<file path="config.mk">
export PLATFORM = sky130hd
export DESIGN_NAME = spi_peripheral
export DESIGN_NICKNAME = d
export VERILOG_FILES = /design/src/rtl/spi_peripheral.sv
export SDC_FILE = /design/constraint.sdc
export NUM_CORES = 1
export LEC_CHECK = 0
export BUFFER_PORTS_ARGS = -buffer_cell sky130_fd_sc_hd__buf_2
export CORE_MARGIN = 1.5
export CORE_UTILIZATION = 42
export DETAILED_ROUTE_END_ITERATION = 16
export HOLD_SLACK_MARGIN = 0.15
export PLACE_DENSITY = 0.62
export SETUP_SLACK_MARGIN = 0.1
export SYNTH_ARGS = -nofsm -noshare
export SYNTH_HDL_FRONTEND = slang
export SYNTH_SLANG_ARGS = --single-unit
</file>
<file path="constraint.sdc">
create_clock -name clk -period 2.44 [get_ports clk]
set_input_delay 0.244 -clock clk [delete_from_list [all_inputs] [get_ports clk]]
set_output_delay 0.244 -clock clk [all_outputs]
set_load 0.03 [all_outputs]
</file>
<file path="src/rtl/spi_peripheral.sv">
// SPI mode-0 peripheral: oversamples host sclk/csn/mosi in the clk domain, shifts
// fixed WIDTH-bit words MSB first, and exposes a one-entry TX holding register.
module spi_peripheral #(
  parameter int              WIDTH       = 16,
  parameter logic [WIDTH-1:0] IDLE_WORD  = '0,
  parameter int              SYNC_STAGES = 2
) (
  input  logic             clk,
  input  logic             rst,
  input  logic             sclk,
  input  logic             csn,
  input  logic             mosi,
  output logic             miso,
  output logic             miso_oe,
  input  logic [WIDTH-1:0] tx_data,
  input  logic             tx_valid,
  output logic             tx_ready,
  output logic [WIDTH-1:0] rx_data,
  output logic             rx_valid,
  output logic             busy,
  output logic             tx_underrun,
  output logic             aborted
);

  localparam int CNT_W = (WIDTH > 1) ? $clog2(WIDTH) : 1;

  typedef enum logic [1:0] {
    WAIT_DESELECT,
    IDLE,
    ACTIVE
  } state_t;

  state_t                 state_q, state_d;
  logic [SYNC_STAGES-1:0] sclk_sync_q, sclk_sync_d;
  logic [SYNC_STAGES-1:0] csn_sync_q, csn_sync_d;
  logic [SYNC_STAGES-1:0] mosi_sync_q, mosi_sync_d;
  logic                   sclk_prev_q, sclk_prev_d;
  logic                   csn_prev_q, csn_prev_d;
  logic [CNT_W-1:0]       bit_cnt_q, bit_cnt_d;
  logic [WIDTH-1:0]       rx_shift_q, rx_shift_d;
  logic [WIDTH-1:0]       tx_shift_q, tx_shift_d;
  logic                   reload_q, reload_d;
  logic [WIDTH-1:0]       hold_q, hold_d;
  logic                   hold_full_q, hold_full_d;
  logic [WIDTH-1:0]       rx_data_q, rx_data_d;
  logic                   rx_valid_q, rx_valid_d;
  logic                   underrun_q, underrun_d;
  logic                   aborted_q, aborted_d;
  logic                   miso_oe_q, miso_oe_d;
  logic                   miso_q, miso_d;
  logic                   busy_q, busy_d;

  logic sclk_s, csn_s, mosi_s;
  logic sclk_rise, sclk_fall, csn_rise, csn_fall;
  logic load;

  assign sclk_s    = sclk_sync_q[SYNC_STAGES-1];
  assign csn_s     = csn_sync_q[SYNC_STAGES-1];
  assign mosi_s    = mosi_sync_q[SYNC_STAGES-1];
  assign sclk_rise = sclk_s & ~sclk_prev_q;
  assign sclk_fall = ~sclk_s & sclk_prev_q;
  assign csn_rise  = csn_s & ~csn_prev_q;
  assign csn_fall  = ~csn_s & csn_prev_q;

  always_comb begin
    // NOTE: every _d gets a default first so no path leaves one unassigned (no latches).
    state_d     = state_q;
    sclk_sync_d = {sclk_sync_q[SYNC_STAGES-2:0], sclk};
    csn_sync_d  = {csn_sync_q[SYNC_STAGES-2:0], csn};
    mosi_sync_d = {mosi_sync_q[SYNC_STAGES-2:0], mosi};
    sclk_prev_d = sclk_s;
    csn_prev_d  = csn_s;
    bit_cnt_d   = bit_cnt_q;
    rx_shift_d  = rx_shift_q;
    tx_shift_d  = tx_shift_q;
    reload_d    = reload_q;
    hold_d      = hold_q;
    hold_full_d = hold_full_q;
    rx_data_d   = rx_data_q;
    rx_valid_d  = 1'b0;
    underrun_d  = 1'b0;
    aborted_d   = 1'b0;
    miso_oe_d   = miso_oe_q;
    busy_d      = busy_q;
    load        = 1'b0;

    case (state_q)
      WAIT_DESELECT: begin
        if (csn_s) state_d = IDLE;
      end
      IDLE: begin
        if (csn_fall) begin
          load      = 1'b1;
          bit_cnt_d = '0;
          reload_d  = 1'b0;
          miso_oe_d = 1'b1;
          busy_d    = 1'b1;
          state_d   = ACTIVE;
        end
      end
      ACTIVE: begin
        // Deselect takes priority over any sclk edge seen in the same cycle.
        if (csn_rise) begin
          aborted_d = (bit_cnt_q != '0);
          reload_d  = 1'b0;
          bit_cnt_d = '0;
          miso_oe_d = 1'b0;
          busy_d    = 1'b0;
          state_d   = IDLE;
        end else if (sclk_rise) begin
          rx_shift_d = {rx_shift_q[WIDTH-2:0], mosi_s};
          if (bit_cnt_q == CNT_W'(WIDTH - 1)) begin
            rx_data_d  = {rx_shift_q[WIDTH-2:0], mosi_s};
            rx_valid_d = 1'b1;
            bit_cnt_d  = '0;
            reload_d   = 1'b1;
          end else begin
            bit_cnt_d = bit_cnt_q + CNT_W'(1);
          end
        end else if (sclk_fall) begin
          if (reload_q) begin
            load     = 1'b1;
            reload_d = 1'b0;
          end else begin
            tx_shift_d = {tx_shift_q[WIDTH-2:0], 1'b0};
          end
        end
      end
      default: state_d = WAIT_DESELECT;
    endcase

    if (load) begin
      if (hold_full_q) begin
        tx_shift_d  = hold_q;
        hold_full_d = 1'b0;
      end else begin
        tx_shift_d = IDLE_WORD;
        underrun_d = 1'b1;
      end
    end

    // A write needs an empty register, so it never collides with a consuming load.
    if (tx_valid && !hold_full_q) begin
      hold_d      = tx_data;
      hold_full_d = 1'b1;
    end

    miso_d = miso_oe_d & tx_shift_d[WIDTH-1];
  end

  always_ff @(posedge clk) begin
    if (rst) begin
      state_q     <= WAIT_DESELECT;
      sclk_sync_q <= '0;
      // NOTE: csn sync resets to "selected" so a host already mid-frame must
      // visibly deselect before we can join a transaction.
      csn_sync_q  <= '0;
      mosi_sync_q <= '0;
      sclk_prev_q <= 1'b0;
      csn_prev_q  <= 1'b0;
      bit_cnt_q   <= '0;
      rx_shift_q  <= '0;
      tx_shift_q  <= '0;
      reload_q    <= 1'b0;
      hold_q      <= '0;
      hold_full_q <= 1'b0;
      rx_data_q   <= '0;
      rx_valid_q  <= 1'b0;
      underrun_q  <= 1'b0;
      aborted_q   <= 1'b0;
      miso_oe_q   <= 1'b0;
      miso_q      <= 1'b0;
      busy_q      <= 1'b0;
    end else begin
      state_q     <= state_d;
      sclk_sync_q <= sclk_sync_d;
      csn_sync_q  <= csn_sync_d;
      mosi_sync_q <= mosi_sync_d;
      sclk_prev_q <= sclk_prev_d;
      csn_prev_q  <= csn_prev_d;
      bit_cnt_q   <= bit_cnt_d;
      rx_shift_q  <= rx_shift_d;
      tx_shift_q  <= tx_shift_d;
      reload_q    <= reload_d;
      hold_q      <= hold_d;
      hold_full_q <= hold_full_d;
      rx_data_q   <= rx_data_d;
      rx_valid_q  <= rx_valid_d;
      underrun_q  <= underrun_d;
      aborted_q   <= aborted_d;
      miso_oe_q   <= miso_oe_d;
      miso_q      <= miso_d;
      busy_q      <= busy_d;
    end
  end

  assign miso        = miso_q;
  assign miso_oe     = miso_oe_q;
  assign tx_ready    = ~hold_full_q;
  assign rx_data     = rx_data_q;
  assign rx_valid    = rx_valid_q;
  assign busy        = busy_q;
  assign tx_underrun = underrun_q;
  assign aborted     = aborted_q;

endmodule

</file>
# Yosys cells after proc, flatten, opt, wreduce, memory -nomap -nowiden
# Index checks and enable logic that the tools add are counted.
totals:
  register_bits: 85
  inputBits: 22
  out_inout_bits: 23
  wordCells: 103
classes:
  bitwise: 14
  muxes: 38
  n_reduce_logical: 18
  n_eq_ne: 12
  addsub: 1
op_table:
  columns: ["operator", "count"]
  rows:
  - ["$mux 16", 7]
  - ["$mux 1", 18]
  - ["$mux 4", 4]
  - ["$reduce_and 3->1", 4]
  - ["$not 1->1", 9]
  - ["$ne 4x4->1 const B", 2]
  - ["$pmux 1 s2", 4]
  - ["$pmux 4 s2", 1]
  - ["$reduce_and 4->1", 2]
  - ["$reduce_bool 2->1", 4]
  - ["$mux 2", 3]
  - ["$ne 2x1->1 const B", 3]
  - ["$ne 2x2->1 const B", 3]
  - ["$pmux 2 s3", 1]
  - ["$and 1x1->1", 5]
  - ["$reduce_and 5->1", 1]
  - ["$add 4x1->4 const B", 1]
  - ["$eq 4x4->1 const B", 1]
  - ["$reduce_bool 4->1", 1]
  - ["$reduce_or 4->1", 1]
  - ["$ne 3x3->1 const B", 1]
  - ["$reduce_or 3->1", 1]
  - ["$eq 2x1->1 const B", 1]
  - ["$eq 2x2->1 const B", 1]
  - ["other kinds (4)", 4]

# Logic depth before layout (Yosys ltp)
depth:
  depth_word: 8
  ltp_mapped: 8

# Worst setup path after synthesis
# Ideal clock, no wire load.
synth_path:
  kind: "register to register"
  start: "reg state_q[0]"
  end: "reg rx_data_q[10] (netlist: rx_data[10])"
  slack_ps: 594
  arrival_time_ps: 1718
  path_stages_with_launch: 9
  t_required_ps: 2312
  synth_period_minus_slack_ps: 1846
  path_cell_list: "dfxtp_1 inv_1 ha_1 buf_2 nand2_1 nor3_4 buf_4 mux2i_1 nor2_1"
synth_via:
  elab_chain_len: 2
synth_lines:
  columns: ["element", "line", "source"]
  rows:
  - ["from (decl)", "33", "state_t state_q, state_d;"]
  - ["from (signal assigned)", "175", "state_q <= state_d;"]
  - ["$eq 2x2->1", "87", "case (state_q)"]
  - ["$reduce_and 4->1 (no line)", null, null]
  - ["to (signal assigned)", "187", "rx_data_q <= rx_data_d;"]
  - ["to (decl)", "45", "logic [WIDTH-1:0] rx_data_q, rx_data_d;"]
# Every way passes these cells.
# A chain may end at the register's enable or synchronous reset.

# Worst setup path after layout
layout_path:
  start: "reg state_q[0]"
  end: "reg miso_q (netlist: miso)"
layout_via:
  elab_chain_len: 4
layout_lines:
  columns: ["element", "line", "source"]
  rows:
  - ["$eq 2x2->1 / $eq 2x1->1 (equally long branches)", "87", null]
  - ["$pmux 1 s2 / $mux 16 (equally long branches)", "87", null]
  - ["$mux 16", "132", "if (load) begin"]
  - ["$and 1x1->1 (*)", "148", "miso_d = miso_oe_d & tx_shift_d[WIDTH-1];"]
  - ["to (signal assigned)", "192", "miso_q <= miso_d;"]
  - ["to (decl)", "50", "logic miso_q, miso_d;"]
# Mark *: on every way between the ends. The rest lies on a longest branch, timed or not. The select of a mux whose other input is x is not followed.

==> flow_metrics.env <==
export IMPL_status="finished clean"
export IMPL_reg2reg_slack_ns=0.43
export IMPL_grt_max_degree=42
export IMPL_areaGrowthSynthToFinish_pct=22.4
export IMPL_place_congestion=0.768
export IMPL_h_tree_depth=3
export IMPL_arrival_ns=2.25
export IMPL_rsz0062_at_grt="no"
export IMPL_ys_ff_latch=85
export IMPL_vias_per_cell=5.06
export IMPL_critical_path_buf_inv_count=1
export IMPL_max_stage_delay_ns=0.40
export IMPL_maxCapViolCount=0
export IMPL_synth_edf_count=0
export IMPL_ir_drop_mv=0.470
export IMPL_finalWirelength_um=6860
export IMPL_dp_cells=526
export IMPL_grt_antenna_before_repair=0
export IMPL_n_fill_cell=764
export IMPL_drtIter0Drc=104
export IMPL_grt_pass1_wl_um=11700
export IMPL_finalMaxSlewViolations=0
export IMPL_overflow=0
export IMPL_ff2ff_path_depth=6
export IMPL_total_power_mw=2.99
export IMPL_avgRoutedWirePerCell_um=12.2
export IMPL_synthCells=396
export IMPL_final_setup_skew_ns=0.0108
export IMPL_cp_depth=6
export IMPL_grt_pass1_vias=2605
export IMPL_yosysWarnings=0
export IMPL_postCtsSetupBuffers=0
export IMPL_power_density_nw_per_um2=721
export IMPL_clock_path_buffers=2
export IMPL_period_needed_ns=2.01
export IMPL_vias=2837
export IMPL_hold_violations=0
export IMPL_cts_root_buf="clkbuf_8"
export IMPL_cts_tree="built"
export IMPL_numCtsBuffers=9
export IMPL_antenna_left=0
export IMPL_synth_seq_area_share_pct=50.3
export IMPL_clock_fmax_ghz=0.498
export IMPL_die_height_um=92.8
export IMPL_slew_headroom_pct=48.7
export IMPL_cp_required_ns=2.68
export IMPL_drc=0
export IMPL_endpoint="miso$_SDFF_PP0_"
export IMPL_synth_area_um2=3380
export IMPL_setup_tns_ns=0
export IMPL_io_pins=45
export IMPL_synth_area_leaders="dfxtp_1 50%, nand2_1 11%, a21oi_1 7.8%"
export IMPL_path_max_fanout=12
export IMPL_track_usage_pct=16.8
export IMPL_reg2reg_from="state_q[0]$_SDFFE_PP0P_"
export IMPL_syn_avg_cell_area_um2=8.54
export IMPL_yosysTopAreaCellShare_pct=50.3
export IMPL_hold_slack_ns=0.308
export IMPL_utilization_pct=53.3
export IMPL_endpoint_kind="flop"
export IMPL_synthArstFlopShare_pct=0
export IMPL_ys_flop_type="dfxtp_1"
export IMPL_hold_path_class="input pin to flop"
export IMPL_setup_viol=0
export IMPL_startpoint_type="flop"
export IMPL_tightest_slew_ns=0.769
export IMPL_core_um2=7770
export IMPL_clk_pin_slew_ns=0.09
export IMPL_crit_start="state_q[0]$_SDFFE_PP0P_"
export IMPL_p_leak_nw=1.56
export IMPL_stdcell_count=561
export IMPL_dp_hpwl_um=4440
export IMPL_path_class="flop to flop"
export IMPL_row_count=32
export IMPL_crit_chain="inv_1, ha_1, nand4b_1, o31a_2, o211a_1, a2111oi_1"
export IMPL_synth_distinct_cells=35
export IMPL_period_share_pct=82.4
export IMPL_port_buffers=44
export IMPL_die_area_um2=8600
export IMPL_synth_top_area_cell="dfxtp_1"
export IMPL_finalNetCount=485
export IMPL_cts_sinks=85
export IMPL_clk_insertion_delay_late_ns=0.35
export IMPL_die_w_um=92.8
export IMPL_dr_pass1_iters=4
export IMPL_start_util_pct=43.6
export IMPL_r2r_end="miso$_SDFF_PP0_"
export IMPL_synth_nets=427
export IMPL_drive_above_1_share_pct=16.3
export IMPL_crit_family="compound AO/OA/AOI/OAI gates"
export IMPL_crit_slowest_cell="o31a_2"
export IMPL_n_antenna_cell=0
==> cells by family after synthesis <==
| kind of cell | synth area share, % |
|---|---|
| AND/OR/NAND/NOR | 20.9 |
| flip-flops | 50.3 |
| AO/OA/AOI/OAI | 15.4 |
| buffers and inverters | 4.73 |
| multiplexers | 5.36 |
| adder cells (fa/ha/maj) | 3.33 |
==> state kept, by name, summed over array words and instances, names as in the netlist <==
name	count
aborted	1
mosi_sync_q	2
state_q	2
tx_shift_q	16
sclk_prev_q	1
reload_q	1
csn_sync_q	2
miso_oe	1
sclk_sync_q	2
tx_underrun	1
busy	1
hold_full_q	1
csn_prev_q	1
rx_valid	1
rx_data	16
miso	1
bit_cnt_q	4
rx_shift_q	15
hold_q	16
==> cell usage in the layout, fill, tap and decap left out, types with 5 or more instances in the layout <==
cell,Yosys,layout
nand2_1,98,98
dfxtp_1,85,85
a21oi_1,53,53
buf_2,5,44
nor2_1,28,28
dlygate4sd3_1,0,19
mux2i_1,17,17
a311oi_1,14,14
nor2b_1,11,11
inv_1,10,10
clkbuf_8,0,9
buf_4,1,9
ha_1,9,8
nand3_1,6,6
nor3_1,6,6
nand2b_1,5,5
==> how the worst min path moves through the flow <==
stage          cells after the start                     start                        to
2_1_floorplan                      1                       csn  csn_sync_q[0]$_SDFF_PP0_
3_3_place_gp                       1  csn_sync_q[0]$_SDFF_PP0_  csn_sync_q[1]$_SDFF_PP0_
3_5_place_dp                       1  csn_sync_q[0]$_SDFF_PP0_  csn_sync_q[1]$_SDFF_PP0_
4_1_cts                            4                  tx_valid   hold_q[14]$_SDFFE_PP0P_
5_1_grt                            4                  tx_valid   hold_q[14]$_SDFFE_PP0P_
6_report                           4                  tx_valid   hold_q[14]$_SDFFE_PP0P_
==> synth_stat cells (all sizes together) (5+ instances only) <==
cell type	number
nand3	6
nor2b	11
a21oi	53
nand2b	5
ha	9
nor3	7
buf	11
dfxtp	85
nor2	28
mux2i	17
inv	10
nand2	98
clkbuf	15
a311oi	14
==> worst min-delay path: cells and delay by family <==
family                 cells  cell delay [ns]
and+or+nand+nor            2             0.22
AOI/OAI and AO/OA          1             0.05
buffers and inverters      1             0.11
==> layout make-up <==
class                      count  area, µm²  share of cell area (%)
inverter                      10       37.5                   0.906
tap                          102        128                    3.08
timing repair buffer          73        498                    12.0
multi-input combinational    275       1530                    36.8
sequential                    85       1700                    41.1
clock buffer                   9        124                    2.99
clock inverter                 7        128                    3.08
==> routing by layer <==
layer  track usage, %  part of all wire, %  up-vias
met5                0                    0        -
met4             7.95                  1.8        0
met3             3.12                  3.4        9
met2             26.9                   44       51
li1                 -                    -     1465
met1             21.8                   51     1312
==> power by group <==
group | leakage (nW) | switching [mW] | internal (mW)
logic | 0.745 | 0.174 | 0.122
registers | 0.689 | 0.0320 | 1.43
clock network | 0.127 | 0.533 | 0.698
total | 1.56 | 0.739 | 2.25
==> timing repair <==
action / CTS / global route
gates resized for setup: 0 / 2
hold endpoints to repair: 19 / 0
hold buffers: 19 / 0
endpoints found under the setup margin: 0 / 4
==> per-stage QoR <==
step	worst slack, ns	instance area, µm²
after floorplan	0.594	3380
after global placement	0.417	3700
after detailed placement	0.328	3700
after CTS	0.307	4140
after global routing	0.196	4140
final	0.430	4140
(Power assumes the default switching activity.)
